`config.mk`:
```
export PLATFORM = sky130hd
export DESIGN_NAME = sync_proc_ni
export DESIGN_NICKNAME = d
export VERILOG_FILES = /design/src/rtl/sync_proc_ni.sv
export SDC_FILE = /design/constraint.sdc
export NUM_CORES = 1
export LEC_CHECK = 0
export CAP_MARGIN = 15
export CORE_ASPECT_RATIO = 1.4
export CORE_MARGIN = 3
export CORE_UTILIZATION = 38
export CTS_BUF_LIST = sky130_fd_sc_hd__clkbuf_8
export CTS_CLUSTER_DIAMETER = 120
export DETAILED_ROUTE_END_ITERATION = 12
export GPL_ROUTABILITY_DRIVEN = 0
export PLACE_DENSITY = 0.89
export SLEW_MARGIN = 20
export SYNTH_ARGS = -nofsm -noshare
export SYNTH_HDL_FRONTEND = slang
export SYNTH_SLANG_ARGS = --single-unit
```
`constraint.sdc`:
```
create_clock -name clk -period 1.35 [get_ports clk]
set_input_delay 0.135 -clock clk [delete_from_list [all_inputs] [get_ports clk]]
set_output_delay 0.135 -clock clk [all_outputs]
set_load 0.01 [all_outputs]
```
`src/rtl/sync_proc_ni.sv`:
```
// -----------------------------------------------------------------------------
// sync_proc_ni
// Processor-side network interface for one mesh node.
//   TX path: clocked valid/ready packet -> router injection port using
//            2-phase bundled-data req/ack (ni_data_o / ni_req_o / ni_ack_i).
//   RX path: router ejection port (ni_data_i / ni_req_i / ni_ack_o) ->
//            clocked valid/ready flit stream.
//
// Flit layout (PW = N-XW-YW-2):
//   [N-1 -: XW] dest_x | [N-1-XW -: YW] dest_y | [PW+1] dir_x | [PW] dir_y |
//   [PW-1:0] payload.  dir_x = dest_x > SELFX, dir_y = dest_y > SELFY.
//
// Ports:
//   clk, rst (async, active-low)
//   tx_valid/tx_ready, tx_dest_x, tx_dest_y, tx_payload   processor TX side
//   ni_data_o, ni_req_o, ni_ack_i (async)                   router injection
//   ni_data_i, ni_req_i (async), ni_ack_o                   router ejection
//   rx_valid/rx_ready, rx_data                              processor RX side
//   rx_misroute                                             sticky dest error
//
// Optional feature macro: NI_MISROUTE_CHK_EN
//   defined   -> each RX capture compares dest against (SELFX,SELFY) and sets
//                the sticky rx_misroute flag on mismatch (flit still delivered)
//   undefined -> no comparators, rx_misroute tied low
// -----------------------------------------------------------------------------
module sync_proc_ni #(
    parameter int N           = 32,
    parameter int XW          = 2,
    parameter int YW          = 2,
    parameter int SELFX       = 0,
    parameter int SELFY       = 0,
    parameter int SYNC_STAGES = 2
) (
    input  logic                 clk,
    input  logic                 rst,
    input  logic                 tx_valid,
    output logic                 tx_ready,
    input  logic [XW-1:0]        tx_dest_x,
    input  logic [YW-1:0]        tx_dest_y,
    input  logic [N-XW-YW-3:0]   tx_payload,
    output logic [N-1:0]         ni_data_o,
    output logic                 ni_req_o,
    input  logic                 ni_ack_i,
    input  logic [N-1:0]         ni_data_i,
    input  logic                 ni_req_i,
    output logic                 ni_ack_o,
    output logic                 rx_valid,
    input  logic                 rx_ready,
    output logic [N-1:0]         rx_data,
    output logic                 rx_misroute
);

    localparam int PW = N - XW - YW - 2;
    localparam logic [XW-1:0] SELF_X_C = XW'(SELFX);
    localparam logic [YW-1:0] SELF_Y_C = YW'(SELFY);

    typedef enum logic [1:0] {
        TX_IDLE     = 2'd0,
        TX_LAUNCH   = 2'd1,
        TX_WAIT_ACK = 2'd2
    } tx_state_t;

    typedef enum logic {
        RX_EMPTY = 1'b0,
        RX_FULL  = 1'b1
    } rx_state_t;

    // Assemble an outgoing flit; the direction hints are precomputed here so
    // the router does not need its own comparators on the injection port.
    function automatic logic [N-1:0] build_flit(
        input logic [XW-1:0] dx,
        input logic [YW-1:0] dy,
        input logic [PW-1:0] pl
    );
        build_flit = {dx, dy, (dx > SELF_X_C), (dy > SELF_Y_C), pl};
    endfunction

    tx_state_t              tx_state_r;
    tx_state_t              tx_next_s;
    rx_state_t              rx_state_r;
    rx_state_t              rx_next_s;
    logic [SYNC_STAGES-1:0] ack_sync_r;
    logic [SYNC_STAGES-1:0] req_sync_r;
    logic                   ack_sync_s;
    logic                   req_sync_s;
    logic [N-1:0]           tx_data_r;
    logic                   tx_req_r;
    logic                   tx_load_s;
    logic                   tx_toggle_s;
    logic [N-1:0]           rx_data_r;
    logic                   rx_ack_r;
    logic                   rx_capture_s;

    assign ack_sync_s = ack_sync_r[SYNC_STAGES-1];
    assign req_sync_s = req_sync_r[SYNC_STAGES-1];

    // Synchronizer chains for the two asynchronous handshake inputs.
    always_ff @(posedge clk or negedge rst) begin
        if (!rst) begin
            ack_sync_r <= '0;
            req_sync_r <= '0;
        end else begin
            ack_sync_r <= {ack_sync_r[SYNC_STAGES-2:0], ni_ack_i};
            req_sync_r <= {req_sync_r[SYNC_STAGES-2:0], ni_req_i};
        end
    end

    // TX next-state and datapath control.
    always_comb begin
        tx_next_s   = tx_state_r;
        tx_load_s   = 1'b0;
        tx_toggle_s = 1'b0;
        case (tx_state_r)
            TX_IDLE: begin
                if (tx_valid) begin
                    tx_load_s = 1'b1;
                    tx_next_s = TX_LAUNCH;
                end else begin
                    tx_next_s = TX_IDLE;
                end
            end
            TX_LAUNCH: begin
                // Data was registered last cycle, so it is already stable
                // when the request edge reaches the router.
                tx_toggle_s = 1'b1;
                tx_next_s   = TX_WAIT_ACK;
            end
            TX_WAIT_ACK: begin
                if (ack_sync_s == tx_req_r) begin
                    tx_next_s = TX_IDLE;
                end else begin
                    tx_next_s = TX_WAIT_ACK;
                end
            end
            default: begin
                tx_next_s = TX_IDLE;
            end
        endcase
    end

    // TX state, flit register and 2-phase request.
    always_ff @(posedge clk or negedge rst) begin
        if (!rst) begin
            tx_state_r <= TX_IDLE;
            tx_data_r  <= '0;
            tx_req_r   <= 1'b0;
        end else begin
            tx_state_r <= tx_next_s;
            if (tx_load_s) begin
                tx_data_r <= build_flit(tx_dest_x, tx_dest_y, tx_payload);
            end
            if (tx_toggle_s) begin
                tx_req_r <= ~tx_req_r;
            end
        end
    end

    // RX next-state: capture a pending router request only while empty, so a
    // request arriving while full is simply left un-acknowledged.
    always_comb begin
        rx_next_s    = rx_state_r;
        rx_capture_s = 1'b0;
        case (rx_state_r)
            RX_EMPTY: begin
                if (req_sync_s != rx_ack_r) begin
                    rx_capture_s = 1'b1;
                    rx_next_s    = RX_FULL;
                end else begin
                    rx_next_s = RX_EMPTY;
                end
            end
            RX_FULL: begin
                if (rx_ready) begin
                    rx_next_s = RX_EMPTY;
                end else begin
                    rx_next_s = RX_FULL;
                end
            end
            default: begin
                rx_next_s = RX_EMPTY;
            end
        endcase
    end

    // RX state, capture register and 2-phase acknowledge.
    always_ff @(posedge clk or negedge rst) begin
        if (!rst) begin
            rx_state_r <= RX_EMPTY;
            rx_data_r  <= '0;
            rx_ack_r   <= 1'b0;
        end else begin
            rx_state_r <= rx_next_s;
            if (rx_capture_s) begin
                rx_data_r <= ni_data_i;
                rx_ack_r  <= ~rx_ack_r;
            end
        end
    end

`ifdef NI_MISROUTE_CHK_EN
    logic misroute_r;

    // Sticky destination-mismatch flag, cleared only by reset.
    always_ff @(posedge clk or negedge rst) begin
        if (!rst) begin
            misroute_r <= 1'b0;
        end else if (rx_capture_s &&
                     ((ni_data_i[N-1 -: XW] != SELF_X_C) ||
                      (ni_data_i[N-1-XW -: YW] != SELF_Y_C))) begin
            misroute_r <= 1'b1;
        end else begin
            misroute_r <= misroute_r;
        end
    end

    assign rx_misroute = misroute_r;
`else
    assign rx_misroute = 1'b0;
`endif

    assign tx_ready  = (tx_state_r == TX_IDLE);
    assign ni_data_o = tx_data_r;
    assign ni_req_o  = tx_req_r;
    assign ni_ack_o  = rx_ack_r;
    assign rx_valid  = (rx_state_r == RX_FULL);
    assign rx_data   = rx_data_r;

endmodule

```
==> results.md, run 1 <==
* Sum of met3 wire segment lengths after detailed routing at 483 µm
* Area of the placeable core at between 7000 and 8000 µm²
* Share of layout cells above drive strength 1 at between 30% and 40%
* Max layer used: met4
* Clock-pin slew of the registers on the worst-case setup and hold paths at about 80 ps
* Area of the mapped netlist at between 2000 and 3000 µm²
* Pleak at 2.26 nW
* Count of buffer and inverter cells on the critical path at 2
* Violations in the final reports: negative setup slack
* Startpoint Class: flop
* Placed wire-length estimate after detailed placement at just under 5000 µm
* Number of DRC markers in iteration 0 at 66
* Final slew viol count at 0
* Category of the critical setup timing path: flop to flop
* Maximum cell stage delay along the critical path at just over 400 ps
* Portion of the post-synthesis area used by sequential elements at 63.6%
* Synth warn at 0
* Most common cell after layout, fill and taps aside: sky130_fd_sc_hd__dfrtp_1
* Highest clock frequency the design can meet at around 670 MHz
* Top FF cell, synth: sky130_fd_sc_hd__dfrtp_1
* Setup WS post-layout at -135 ps
* Data arrival, critical path at between 1500 and 2000 ps
* Port-buffer cells at around 140
* CTS Sinks at 73
* Via count of the first global-routing pass at between 2000 and 2500
* Unrepaired setup endpoints after global routing: yes
* Critical Path, Cell by Cell: xor2_2 -> nor2b_4 -> buf_6 -> clkbuf_16 -> mux2_4
* Seq cells post-synth at 73
* Total grt overflow at 0
* Number of antenna violations at the first check in global routing at 0
* Min-Delay Path Class: input port to asynchronous set/reset pin
* Number of enable flip-flop cells after synthesis at 0
* Total Nets Final at around 390
* Leading cell types in the layout, fill and taps excluded: sky130_fd_sc_hd__dfrtp_1 (73), sky130_fd_sc_hd__clkdlybuf4s50_1 (66), sky130_fd_sc_hd__dlygate4sd2_1 (66)
* Final Hold Violating Endpoints at 0
* Cell type with the highest aggregate area in the netlist: sky130_fd_sc_hd__dfrtp_1
* Total cell area at the placement stage at approximately 4400 µm²
* Cell chosen for the clock root: sky130_fd_sc_hd__clkbuf_8
* Number of clock buffers inserted by TritonCTS at 9
* Gr usage total at between 10% and 20%
* Mean cell area of the mapped netlist at ~18 µm²
* Largest net degree at the start of global routing at 34
* Library cells used by synthesis at 17
* Post-Layout Inst Area at 4840 µm²
* Max Fanout on Critical Path at 5
* Worst slack after detailed placement at -223 ps
* Number of routed nets with antenna violations at 0
* Via density per instance at around 4.6
* Ys async rst share at 100%
* Data required time at the worst endpoint at 1570 ps
* Period Utilization, post-route at 110%
* Maxcap violations at 0
* Area of the die at 8660 µm²
* Total number of vias at around 1900
* Top cells by area, synth: sky130_fd_sc_hd__dfrtp_1 (64%), sky130_fd_sc_hd__mux2_4 (16%), sky130_fd_sc_hd__mux2_2 (13%), sky130_fd_sc_hd__buf_6 (1.6%), sky130_fd_sc_hd__buf_12 (1.4%)
* Time the worst path needs with I/O delays and setup at between 1000 and 1500 ps
* Synthesized Nets at 230
* Wirelength per Cell at around 18 µm
* I/O pins at 137
* Routed length on met2 at around 4200 µm
* Number of standard cells after synthesis at around 160
* Share of Yosys cell area claimed by the top area cell type at between 60 and 70%
* Worst-path cell with the longest stage delay: sky130_fd_sc_hd__dfrtp_1
* Number of buffers on the longest clock path at 2
* DRC errors left at 0
* Total power per unit cell area at roughly 2300 nW/µm²
* VDD IR max at 0.00113 V
* Largest delay share family, worst path: flip-flops
* Post-Layout Cell Count at between 400 and 500
* Endpoint class of the critical path: flop
* Antenna cell count at 0
* Final setup violation count at 57
* Placed instance count at just under 400
* CTS tree: yes
* Router iterations before antenna repair at 4
* Wire length of the first global-routing pass at approximately 11000 µm
* Number of H-tree levels at 3
* Result of the run: finished with violations
* Starting Density at between 40% and 50%
* Met1 wire length at ~3000 µm
* Final worst clock skew at roughly 10 ps
* Routed wire length at about 7700 µm
* Die boundary height at 109 µm
* Signed area change from the synthesized netlist to the final layout at 68.5%
* Final hold slack at between 150 and 200 ps
* Die outline width at roughly 80 µm
* Std cell rows at 36
* Clock latency on the worst-skew pair at about 340 ps
-- final timing paths --
kind / startpoint / to / slack (ps) / cells past startpoint
max in group asynchronous: rst / rx_data[1] / 540 / 3
min in group clk: ni_ack_i / ack_sync_r[0] / 250 / 1
worst max-delay path: req_sync_r[1] / rx_data[26] / -130 / 5
worst min-delay path: rst / ni_data_o[0] / 200 / 2
worst min register to register: ack_sync_r[0] / ack_sync_r[1] / 360 / 0
worst max register to register: req_sync_r[1] / rx_data[26] / -130 / 5
-- sequential cells by signal (all words and copies together) (netlist names) --
signal      flops
ack_sync_r      2
ni_ack_o        1
ni_data_o      32
ni_req_o        1
req_sync_r      2
rx_data        32
rx_valid        1
tx_state_r      2
-- timing repair --
item	CTS	global route
setup buffers	10	1
pin swaps	1	2
endpoints found under the setup margin	123	64
resized for setup	95	25
hold endpoints to repair	49	0
cloned	3	3
hold buffers	1	0
-- stage by stage --
step	util, %	total power [mW]	TNS, ps
2_1_floorplan	-	6.68	-4120
3_3_place_gp	61.4	9.23	-7950
3_5_place_dp	61.4	9.40	-9360
4_1_cts	65.9	10.9	-4670
5_1_grt	67.6	11.7	-9510
6_report	67.6	11.1	-5690
-- worst register-to-register path: cells and delay by family, from the launching register on --
kind                   cells  cell delay, ps
XOR/XNOR                   1             180
buffers and inverters      2             290
flip-flops                 1             410
multiplexers               1             300
AND/OR/NAND/NOR            1             210
-- synth_stat cells (2+ instances only) --
master / number
sky130_fd_sc_hd__a21oi_1: 3
sky130_fd_sc_hd__buf_12: 2
sky130_fd_sc_hd__buf_6: 4
sky130_fd_sc_hd__dfrtp_1: 73
sky130_fd_sc_hd__mux2_2: 32
sky130_fd_sc_hd__mux2_4: 30
sky130_fd_sc_hd__nand2b_1: 2
sky130_fd_sc_hd__nor2_1: 6
sky130_fd_sc_hd__xnor2_1: 2
-- area by class of cell --
class                      instances  area, µm²
timing repair buffer             161       1630
clock inverter                     5       30.0
multi-input combinational         81       1090
sequential                        73       1830
tap                               95        119
fill                             513       2320
clock buffer                      11        151
-- power breakdown --
group          switching [mW]  internal (mW)
Sequential              0.596           3.25
Clock                   0.787          0.758
Combinational            2.11           3.61
-- cell families after synthesis --
family / Yosys count / synth area share (%)
compound gates: 4 / 0.696
other cells: 1 / 0.130
simple gates: 10 / 2.35
buf+inv: 8 / 3.74
flops: 73 / 63.6
mux: 63 / 28.6
xor+xnor: 3 / 0.914
-- routing by layer --
metal	GRT usage [%]	vias up
li1	-	882
met1	20.0	975
met2	29.5	79
met3	5.87	6
met4	5.90	0
met5	0	-
(Power assumes the default switching activity.)
==> run 2: changes to the inputs <==
--- a/config.mk
+++ b/config.mk
@@ -11,6 +11,7 @@
 export CORE_UTILIZATION = 38
 export CTS_BUF_LIST = sky130_fd_sc_hd__clkbuf_8
 export CTS_CLUSTER_DIAMETER = 120
+export CTS_CLUSTER_SIZE = 10
 export DETAILED_ROUTE_END_ITERATION = 12
 export GPL_ROUTABILITY_DRIVEN = 0
 export PLACE_DENSITY = 0.89
==> results of run 2 <==
Final layout, timing and power as in run 1 (identical DEF).
